==> src/rtl/hilo_pipe_regs.sv <==
// HI/LO register pair with mul/div pending tracking and MF/MT stall generation.
// Optional accumulate mode (MADD/MSUB) is enabled by defining HILO_ACC_EN.
module hilo_pipe_regs #(
  parameter int DATA_BITS = 32
) (
  input  logic                   clk,
  input  logic                   rst_n,
  input  logic                   md_start,
  input  logic                   md_flush,
  input  logic                   md_valid,
  input  logic [2*DATA_BITS-1:0] md_result,
  input  logic                   mt_we_hi,
  input  logic                   mt_we_lo,
  input  logic [DATA_BITS-1:0]   mt_data,
  input  logic                   mf_req,
`ifdef HILO_ACC_EN
  input  logic [1:0]             acc_op,
`endif
  output logic [DATA_BITS-1:0]   lo,
  output logic [DATA_BITS-1:0]   hi,
  output logic                   busy,
  output logic                   stall
);

  localparam int W2 = 2 * DATA_BITS;

  typedef enum logic {S_IDLE = 1'b0, S_PENDING = 1'b1} state_t;

  state_t          r_state;
  state_t          w_state_nxt;
  logic [W2-1:0]   r_hilo;
  logic [W2-1:0]   w_result_val;
  logic            w_result_we;
  logic            w_mt_ok;
  logic            w_start_accept;
  logic            w_stall;

  assign w_result_we    = (r_state == S_PENDING) && md_valid && !md_flush;
  assign w_mt_ok        = (r_state == S_IDLE);
  // A start is taken from IDLE, or back-to-back in the cycle the previous result lands.
  assign w_start_accept = md_start && !md_flush && ((r_state == S_IDLE) || md_valid);

  always_ff @(posedge clk or negedge rst_n) begin
    if (!rst_n) r_state <= S_IDLE;
    else        r_state <= w_state_nxt;
  end

  always_comb begin
    w_state_nxt = r_state;
    case (r_state)
      S_IDLE: begin
        if (md_start && !md_flush) w_state_nxt = S_PENDING;
      end
      S_PENDING: begin
        if (md_flush)      w_state_nxt = S_IDLE;
        else if (md_valid) w_state_nxt = md_start ? S_PENDING : S_IDLE;
      end
      default: w_state_nxt = S_IDLE;
    endcase
  end

  always_comb begin
    w_stall = 1'b0;
    if (r_state == S_PENDING) w_stall = mf_req || mt_we_hi || mt_we_lo;
  end

  assign busy  = (r_state == S_PENDING);
  assign stall = w_stall;

`ifdef HILO_ACC_EN
  logic [1:0] r_acc_op;

  function automatic logic [W2-1:0] f_acc(input logic [1:0] op,
                                          input logic [W2-1:0] cur,
                                          input logic [W2-1:0] res);
    case (op)
      2'b01:   f_acc = cur + res;
      2'b10:   f_acc = cur - res;
      default: f_acc = res;
    endcase
  endfunction

  // The op kind belongs to the outstanding operation, so it dies with a flush.
  always_ff @(posedge clk or negedge rst_n) begin
    if (!rst_n)              r_acc_op <= 2'b00;
    else if (md_flush)       r_acc_op <= 2'b00;
    else if (w_start_accept) r_acc_op <= acc_op;
  end

  assign w_result_val = f_acc(r_acc_op, r_hilo, md_result);
`else
  logic w_unused_start;
  assign w_unused_start = w_start_accept;
  assign w_result_val   = md_result;
`endif

  // A landing result wins; MT writes are only honoured while IDLE.
  always_ff @(posedge clk or negedge rst_n) begin
    if (!rst_n) begin
      r_hilo <= '0;
    end else if (w_result_we) begin
      r_hilo <= w_result_val;
    end else if (w_mt_ok) begin
      if (mt_we_hi) r_hilo[W2-1:DATA_BITS] <= mt_data;
      if (mt_we_lo) r_hilo[DATA_BITS-1:0]  <= mt_data;
    end
  end

  assign hi = r_hilo[W2-1:DATA_BITS];
  assign lo = r_hilo[DATA_BITS-1:0];

endmodule

==> config.mk <==
export PLATFORM = sky130hd
export DESIGN_NAME = hilo_pipe_regs
export DESIGN_NICKNAME = d
export VERILOG_FILES = /design/src/rtl/hilo_pipe_regs.sv
export SDC_FILE = /design/constraint.sdc
export NUM_CORES = 1
export LEC_CHECK = 0
export BUFFER_PORTS_ARGS = -buffer_cell sky130_fd_sc_hd__buf_2
export CAP_MARGIN = 15
export CORE_MARGIN = 2
export CORE_UTILIZATION = 45
export DETAILED_ROUTE_END_ITERATION = 10
export GPL_ROUTABILITY_DRIVEN = 0
export PLACE_DENSITY = 0.82
export SETUP_SLACK_MARGIN = 0.05
export SYNTH_ARGS = -nofsm -noshare
export SYNTH_HDL_FRONTEND = slang
export SYNTH_SLANG_ARGS = --single-unit
export TNS_END_PERCENT = 30
==> constraint.sdc <==
create_clock -name clk -period 3.4 [get_ports clk]
set_input_delay 0.17 -clock clk [delete_from_list [all_inputs] [get_ports clk]]
set_output_delay 0.17 -clock clk [all_outputs]
set_load 0.05 [all_outputs]
**Word-level counts from Yosys, hierarchy flattened**

Index checks and enable logic that the tools add are counted.

- ROM bits: 0
- Memories kept: 0
- Bits of input ports: 104
- Logic and storage cells: 25
- Latch bits: 0
- Bits in registers: 65
- RAM bits: 0

- Shift operators: 0
- Reductions and logical operators: 10
- Equality and inequality tests: 1
- Bitwise operators: 1
- Magnitude comparators: 0
- Add/sub/neg operators: 0
- Multiply operators: 0
- Muxes and demuxes: 10
- Divide/modulo/power cells: 0

Operators by type and width:

| kind | count |
|---|---|
| 64-bit two-way mux | 2 |
| 32-bit two-way mux | 2 |
| 1-bit two-way mux | 5 |
| 2-bit AND reduction | 2 |
| 2-bit nonzero test | 2 |
| 1-bit logical AND | 3 |
| 1-bit logical OR | 2 |
| 2-bit by 1-bit != test with 1-bit output (second input constant) | 1 |
| 1-bit case mux with 2 select lines | 1 |
| 1-bit logical NOT | 1 |
| 1-bit NOT | 1 |

**Longest topological paths before layout**

Gate-level depths: netlist of run 1.

- Word-level depth: 4
- Gate-level depth with buffers: 6
- Depth with buffers taken out: 3

**Worst setup path before layout of run 1**

Ideal clock, no wire load.

- Path type: reg2reg
- Start: reg r_state (netlist: busy)
- End: reg r_hilo[32]
- Setup slack: 1833 ps
- Path buffers: 2
- Data arrival time: 1449 ps
- Period minus slack after synthesis: 1567 ps
- Required time: 3282 ps
- Cell stages (with the launch flop): 6
- Cells stage by stage: dfrtp_1 and3b_1 buf_6 buf_6 a22o_1 a21o_1

- Longest elaborated chain between the ends: 4
- Elaborated cells between the ends (all ways): 6
- Those cells by class: 1 x eq/ne; 1 x mux; 4 x reduce/logical

Ends and longest elaborated chain:

| element | RTL line | RTL |
|---|---|---|
| start, declared | 29 | `state_t r_state;` |
| start signal, assigned | 45 | `else r_state <= w_state_nxt;` |
| 1-bit logical AND (2 in series) | 38 | `assign w_result_we = (r_state == S_PENDING) && md_valid && !md_flush;` |
| 2-bit by 1-bit != test with 1-bit output (no line) or 2-bit nonzero test (tied branches) | -- |  |
| 2-bit AND reduction (no line) | -- |  |
| end signal, assigned | 102 | `r_hilo <= w_result_val;` |
| end signal, assigned by index | 104 | `if (mt_we_hi) r_hilo[W2-1:DATA_BITS] <= mt_data;` |
| end signal, assigned by index | 105 | `if (mt_we_lo) r_hilo[DATA_BITS-1:0] <= mt_data;` |
| end, declared | 31 | `logic [W2-1:0] r_hilo;` |

Parallel ways exist; a longest one is shown, timed or not.
A chain may end at the register's enable or synchronous reset.

**Worst setup path after layout of run 1**

- Start: in md_flush
- End: reg r_hilo[39]

- Longest elaborated chain between the ends: 4
- Elaborated cells between the ends (all ways): 6
- Those cells by class: 1 x eq/ne; 1 x mux; 4 x reduce/logical

Ends and longest elaborated chain:

| element | RTL line | RTL |
|---|---|---|
| start, declared | 9 | `input logic md_flush,` |
| 1-bit logical NOT (*) | 38 |  |
| 1-bit logical AND (*) | 38 |  |
| 2-bit by 1-bit != test with 1-bit output (no line) or 2-bit nonzero test (tied branches) | -- |  |
| 2-bit AND reduction (no line) | -- |  |

Mark *: on every way between the ends. The rest lies on a longest branch, timed or not.

==> flow_summary.toml, run 1 <==
[power]
cellPowerDensity_nw_per_um2 = 583
vdd_ir_drop_max_mv = 0.307
p_leak_nw = 2.28

[sta]
final_hold_viol_count = 0
post-route-period-util_pct = 65.7
rsz0062_at_grt = "false"
worstMarginPinSlew_ns = 1.10
finalSetupViolCount = 0
fin_skew_ns = 0.00954
slew_headroom_pct = 26.3
hold_ws_ns = 0.0520
setup_tns_ns = 0
slew_violations = 0
max_freq_mhz = 447
min_period_ns = 2.23

[synthesis]
synth_area_per_cell_sq_um = 11.6
synthFlopType = "dfrtp_1"
synth_most_common_cell = "dfrtp_1"
synth_cell_types = 18
ys_top_cells_by_area = "dfrtp_1 55%, mux2i_1 11%, a22o_1 9.4%"
synth_edf_count = 0
synthCells = 255
ys_ff_latch = 65
synth.largest_area_cell = "dfrtp_1"
synthesis.nets = 359
syn-cell-area_sq_um = 2970
synth_top_area_share_pct = 54.8
ys_seq_area_share_pct = 54.8
async_reset_ff_share_pct = 100
synth_warnings = 0

[routing]
highest_layer = "met4"
routed-wl-met2_mm = 3.75
drt_iter0_drc = 139
drc = 0
met3_length_um = 522
ant_nets = 0
dr.pass1.iters = 4
vias = 2605
viasPerCell = 5.20
wl_mm = 7.44
wl_per_cell_um = 14.9
wl_met1_mm = 3.08

[hold_path]
hp-class = "input port to flip-flop"
hp-start = "md_result[5]"

[critical_path]
cp.arrival_ns = 2.50
startpoint = "md_flush"
crit_fanout = 62
crit_path_end_kind = "flip-flop"
critical_path.reg2reg.startpoint = "busy$_DFF_PN0_"
startpoint_type = "input port"
required_ns = 3.66
critical_path_class = "input port to flip-flop"

[layout]
drive_gt1_share_pct = 44.8
fin_nets = 523
area_growth_pct = 33.2
final_util_pct = 62.3
fill_cells = 537
antenna_cells = 0
final_cells = 501

[clock_network]
cts_tree = "built"
cts_sinks = 65
post_cts_buffers = 0
cts.clk_slew.worst_paths_ns = 0.07
ctsResizeCount = 0
clock_path_buffers = 2
htreeDepth = 3
cts_hold_buf = 2
worstSkewPairLatency_ns = 0.32
root_buffer = "clkbuf_8"
cts_buffers = 9

[die]
row_count = 29
die_height_um = 85.2
io_pins = 170
initial_core_util_pct = 46.8
core_sq_um = 6350
dieWidth_um = 85.2
die-area_sq_um = 7260

[placed_design]
port_buffers = 169
placed_cells = 483
dpl.hpwl_mm = 5.50

[global_route]
grt_antenna_before_repair = 0
grt_overflow_total = 0
grt_pass1_wl_mm = 12.1
grt_pass1_vias = 2649
grt_max_degree = 63
track_usage_pct = 20.8

[flow_run]
drv_cap = 0

[run_status]
run_status = "finished clean"
## per-stage QoR
stage / power [W] / setup slack (ns) / cell area, sq um
2_1_floorplan: 0.00155 / 1.83 / 2970
3_3_place_gp: 0.00178 / 1.36 / 3780
3_5_place_dp: 0.00180 / 1.27 / 3780
4_1_cts: 0.00233 / 1.18 / 3960
5_1_grt: 0.00242 / 1.01 / 3960
6_report: 0.00230 / 1.17 / 3960
## area by class of cell
cell class,instances,area [sq um],area share [%]
repair buffers,175,896,22.7
inverters,1,3.75,0.0949
clock buffers,12,135,3.42
multi-input cells,167,1180,29.8
well taps,77,96.3,2.44
flip-flops and latches,65,1630,41.1
clock inverters,4,20.0,0.506
## state kept, by name, indices dropped and copies added, names as in the netlist
register  count
r_hilo       64
busy          1
## where the power goes
group	switching (W)	internal, W	leakage, nW	total (W)
combinational	0.000602	0.000224	1.41	0.000825
sequential	0.0000632	0.000890	0.783	0.000953
clock	0.000265	0.000260	0.0839	0.000526
## metal layers
metal / track usage, % / vias up
li1: - / 1245
met1: 26.7 / 1241
met2: 35.4 / 110
met3: 3.60 / 9
met4: 7.65 / 0
met5: 0 / -
## layout by cell type, fill, tap and decap left out, types with 2 or more instances in the layout
| cell type | n |
|---|---|
| dlygate4sd3_1 | 2 |
| a22o_1 | 32 |
| dfrtp_1 | 65 |
| clkbuf_8 | 9 |
| clkbuf_1 | 3 |
| clkinv_2 | 4 |
| nand2_1 | 32 |
| mux2i_1 | 32 |
| buf_2 | 169 |
| buf_4 | 4 |
| a21o_1 | 32 |
| o21ai_0 | 32 |
## final timing paths
kind	to	slack (ns)	cells after the start
min in group asynchronous	r_hilo[18]$_DFFE_PN0P_	0.31	2
max in group asynchronous	r_hilo[2]$_DFFE_PN0P_	2.41	3
setup / recovery	r_hilo[39]$_DFFE_PN0P_	1.17	6
setup reg to reg	r_hilo[39]$_DFFE_PN0P_	1.28	4
hold / removal	r_hilo[5]$_DFFE_PN0P_	0.05	3
hold reg to reg	r_hilo[52]$_DFFE_PN0P_	0.47	1
## worst max-delay path, stage by stage
cell and delay, ns:
dlygate4sd3_1 0.53, buf_2 0.12, and3b_2 0.87, buf_4 0.46, a22o_1 0.21, a21o_1 0.09
## kinds of logic after synthesis
logic type      synth area share (%)
compound gates                  23.4
simple gates                    5.27
flops                           54.8
mux                             10.8
buf+inv                         5.77
No activity file was read; power rests on OpenSTA's default activity.
==> run 2, diff against run 1 <==
--- a/config.mk
+++ b/config.mk
@@ -5,13 +5,14 @@
 export SDC_FILE = /design/constraint.sdc
 export NUM_CORES = 1
 export LEC_CHECK = 0
+export ABC_AREA = 1
 export BUFFER_PORTS_ARGS = -buffer_cell sky130_fd_sc_hd__buf_2
 export CAP_MARGIN = 15
 export CORE_MARGIN = 2
-export CORE_UTILIZATION = 45
+export CORE_UTILIZATION = 42
 export DETAILED_ROUTE_END_ITERATION = 10
 export GPL_ROUTABILITY_DRIVEN = 0
-export PLACE_DENSITY = 0.82
+export PLACE_DENSITY = 0.77
 export SETUP_SLACK_MARGIN = 0.05
 export SYNTH_ARGS = -nofsm -noshare
 export SYNTH_HDL_FRONTEND = slang
==> constraint.sdc (replaced) <==
create_clock -name clk -period 1.9 [get_ports clk]
set_input_delay 0.095 -clock clk [delete_from_list [all_inputs] [get_ports clk]]
set_output_delay 0.095 -clock clk [all_outputs]
set_load 0.05 [all_outputs]
==> run 2 against run 1 <==
- critical endpoint is now stall
- critical path depth shrank 2
- highest routed layer unchanged
- sequential share of layout area shrank 5.3 points
- clock skew shrank 0.0028 ns
- count of clock-buffer cells in the layout grew 3
- area after synthesis grew 16%
==> flow_summary.toml, run 2 <==
[layout]
antenna_cells = 0
final_util_pct = 56.1
largest_reg_flops = 64
area_growth_pct = 32.0
drive_gt1_share_pct = 32.6
largest_register = "r_hilo"
fin_nets = 717
layout_commonest_cell = "nand2_1"
layout_common_cells = "183 x nand2_1, 169 x buf_2, 106 x nand3_1"

[routing]
wl_mm = 11.0
dr.pass1.iters = 5
ant_nets = 0
wl_per_cell_um = 15.2
vias = 3932
viasPerCell = 5.45
drt_iter0_drc = 172
drc = 0

[synthesis]
synthFlopType = "dfrtp_1"
synth_cell_types = 16
synth_warnings = 0
synth_most_common_cell = "nand2_1"
syn-cell-area_sq_um = 3440
synth_top_area_share_pct = 47.3
ys_seq_area_share_pct = 47.3
ys_ff_latch = 65
ys_top_cells_by_count = "183 x nand2_1, 106 x nand3_1, 65 x dfrtp_1, 50 x nand4_1, 17 x clkbuf_1"
synth_area_per_cell_sq_um = 7.52
synthesis.nets = 562
synthCells = 458
synth_edf_count = 0
synth.largest_area_cell = "dfrtp_1"
ys_top_cells_by_area = "dfrtp_1 47%, nand2_1 20%, nand3_1 15%"
async_reset_ff_share_pct = 100

[clock_network]
cts_buffers = 9
root_buffer = "clkbuf_8"
cts_tree = "built"
ctsResizeCount = 0
cts.clk_slew.worst_paths_ns = 0.07
worstSkewPairLatency_ns = 0.32
htreeDepth = 3
cts_sinks = 65
clock_path_buffers = 2

[critical_path]
crit_fanout = 24
required_ns = 1.80
critical_path_class = "flip-flop to output port"
max_stage_delay_ns = 0.41
crit_path_end_kind = "output port"
reg2regPathDepth = 6
startpoint_type = "flip-flop"
reg2reg_to = "r_hilo[50]$_DFFE_PN0P_"
cp.arrival_ns = 1.60
crit_path_cell_trace = "buf_4 -> inv_2 -> nor2_1 -> buf_2"
r2r_slack_ns = 0.29
critical_path.reg2reg.startpoint = "busy$_DFF_PN0_"
cp_slowest_cell = "dfrtp_2"

[sta]
hold_ws_ns = 0.0169
final_hold_viol_count = 0
finalSetupViolCount = 0
fin_skew_ns = 0.00679
worstMarginPinSlew_ns = 0.560
slew_headroom_pct = 62.7
slew_violations = 0
setup_tns_ns = 0
min_period_ns = 1.70
rsz0062_at_grt = "false"
post-route-period-util_pct = 89.4
max_freq_mhz = 589

[run_status]
run_status = "finished clean"

[die]
initial_core_util_pct = 42.5
die_height_um = 94.5
die-area_sq_um = 8940
dieWidth_um = 94.5
row_count = 33
core_sq_um = 8090
io_pins = 170

[power]
power.switching_w = 0.00179
p_int_w = 0.00251
p_clk_share_pct = 23.7
pwr-share-comb_pct = 36.6
p_leak_nw = 2.60
vdd_ir_drop_max_mv = 0.416
p_seq_share_pct = 39.7
cellPowerDensity_nw_per_um2 = 946
switching_share_pct = 41.6

[global_route]
grt_pass1_wl_mm = 17.5
grt_pass1_vias = 3631
track_usage_pct = 25.1
grt_antenna_before_repair = 0
grt_max_degree = 52
grt_overflow_total = 0

[flow_run]
drv_cap = 0

[hold_path]
hp-start = "md_result[6]"
whs_path_depth = 3
hold_end = "r_hilo[6]$_DFFE_PN0P_"
hp-class = "input port to flip-flop"

[placed_design]
dpl.hpwl_mm = 7.78
port_buffers = 169
## run 2: cell count changes in the layout (fill, tap and decap cells not counted), moves of 3 or more
| cell | change |
|---|---|
| o21ai_0 | -32 |
| a21o_1 | -32 |
| nand4_1 | +50 |
| clkinv_2 | -4 |
| buf_4 | +7 |
| nand2_2 | +3 |
| nand2_1 | +151 |
| buf_12 | +3 |
| mux2i_1 | -32 |
| nand3_1 | +106 |
| a22o_1 | -32 |
## run 2: cell type report
cell class | count | area, sq um
clock buffers | 15 | 166
repair buffers | 186 | 1020
multi-input cells | 348 | 1590
fillers | 787 | 3550
inverters | 3 | 11.3
flip-flops and latches | 65 | 1630
well taps | 105 | 131
## run 2: worst max-delay path by stage
stage	cells past startpoint	slack, ns	to	start
floorplan	3	0.07	stall	busy$_DFF_PN0_
global placement	6	0.36	r_hilo[36]$_DFFE_PN0P_	busy$_DFF_PN0_
detailed placement	6	0.30	r_hilo[40]$_DFFE_PN0P_	busy$_DFF_PN0_
CTS	4	0.19	stall	busy$_DFF_PN0_
global route	4	0.10	stall	busy$_DFF_PN0_
finish	4	0.20	stall	busy$_DFF_PN0_
## run 2: timing repair
action / in CTS / in global routing
hold buffers: 3 / 0
hold endpoints to repair: 22 / 0
buffers inserted: 0 / 0
## run 2: logic make-up after synthesis
group / count (synthesis) / share of synthesized area (%)
AND/OR/NAND/NOR: 347 / 45.8
flip-flops: 65 / 47.3
buffers and inverters: 45 / 6.83
AO/OA/AOI/OAI: 1 / 0.145
## run 2: per-stage QoR
stage | setup WS, ns | power (W) | cell area, sq um | instances
after detailed placement | 0.298 | 0.00330 | 4350 | 704
after global routing | 0.105 | 0.00453 | 4540 | 722
final | 0.202 | 0.00430 | 4540 | 722
after global placement | 0.364 | 0.00328 | 4350 | 704
after floorplan | 0.0699 | 0.00282 | 3440 | 458
after CTS | 0.188 | 0.00435 | 4540 | 722
## run 2: power groups by stage
stage                     clock network, W  logic (W)  registers (W)
final                              0.00102    0.00157        0.00171
after global routing               0.00111    0.00168        0.00173
after CTS                          0.00106    0.00158        0.00171
after detailed placement                 0    0.00158        0.00173
after global placement                   0    0.00155        0.00172
after floorplan                          0   0.000396        0.00242
## run 2: routing by layer
| layer | share of wire [%] | vias up | GRT usage (%) |
|---|---|---|---|
| met5 | 0 | - | 0 |
| met4 | 2.4 | 0 | 10.6 |
| met3 | 9.3 | 25 | 5.11 |
| met2 | 48 | 236 | 42.2 |
| met1 | 40 | 1807 | 31.7 |
| li1 | - | 1864 | - |
## run 2: critical path: cells and delay by family, from the launching register on
family	cells	cell delay (ns)
buf+inv	3	0.74
simple gates	1	0.13
flops	1	0.41
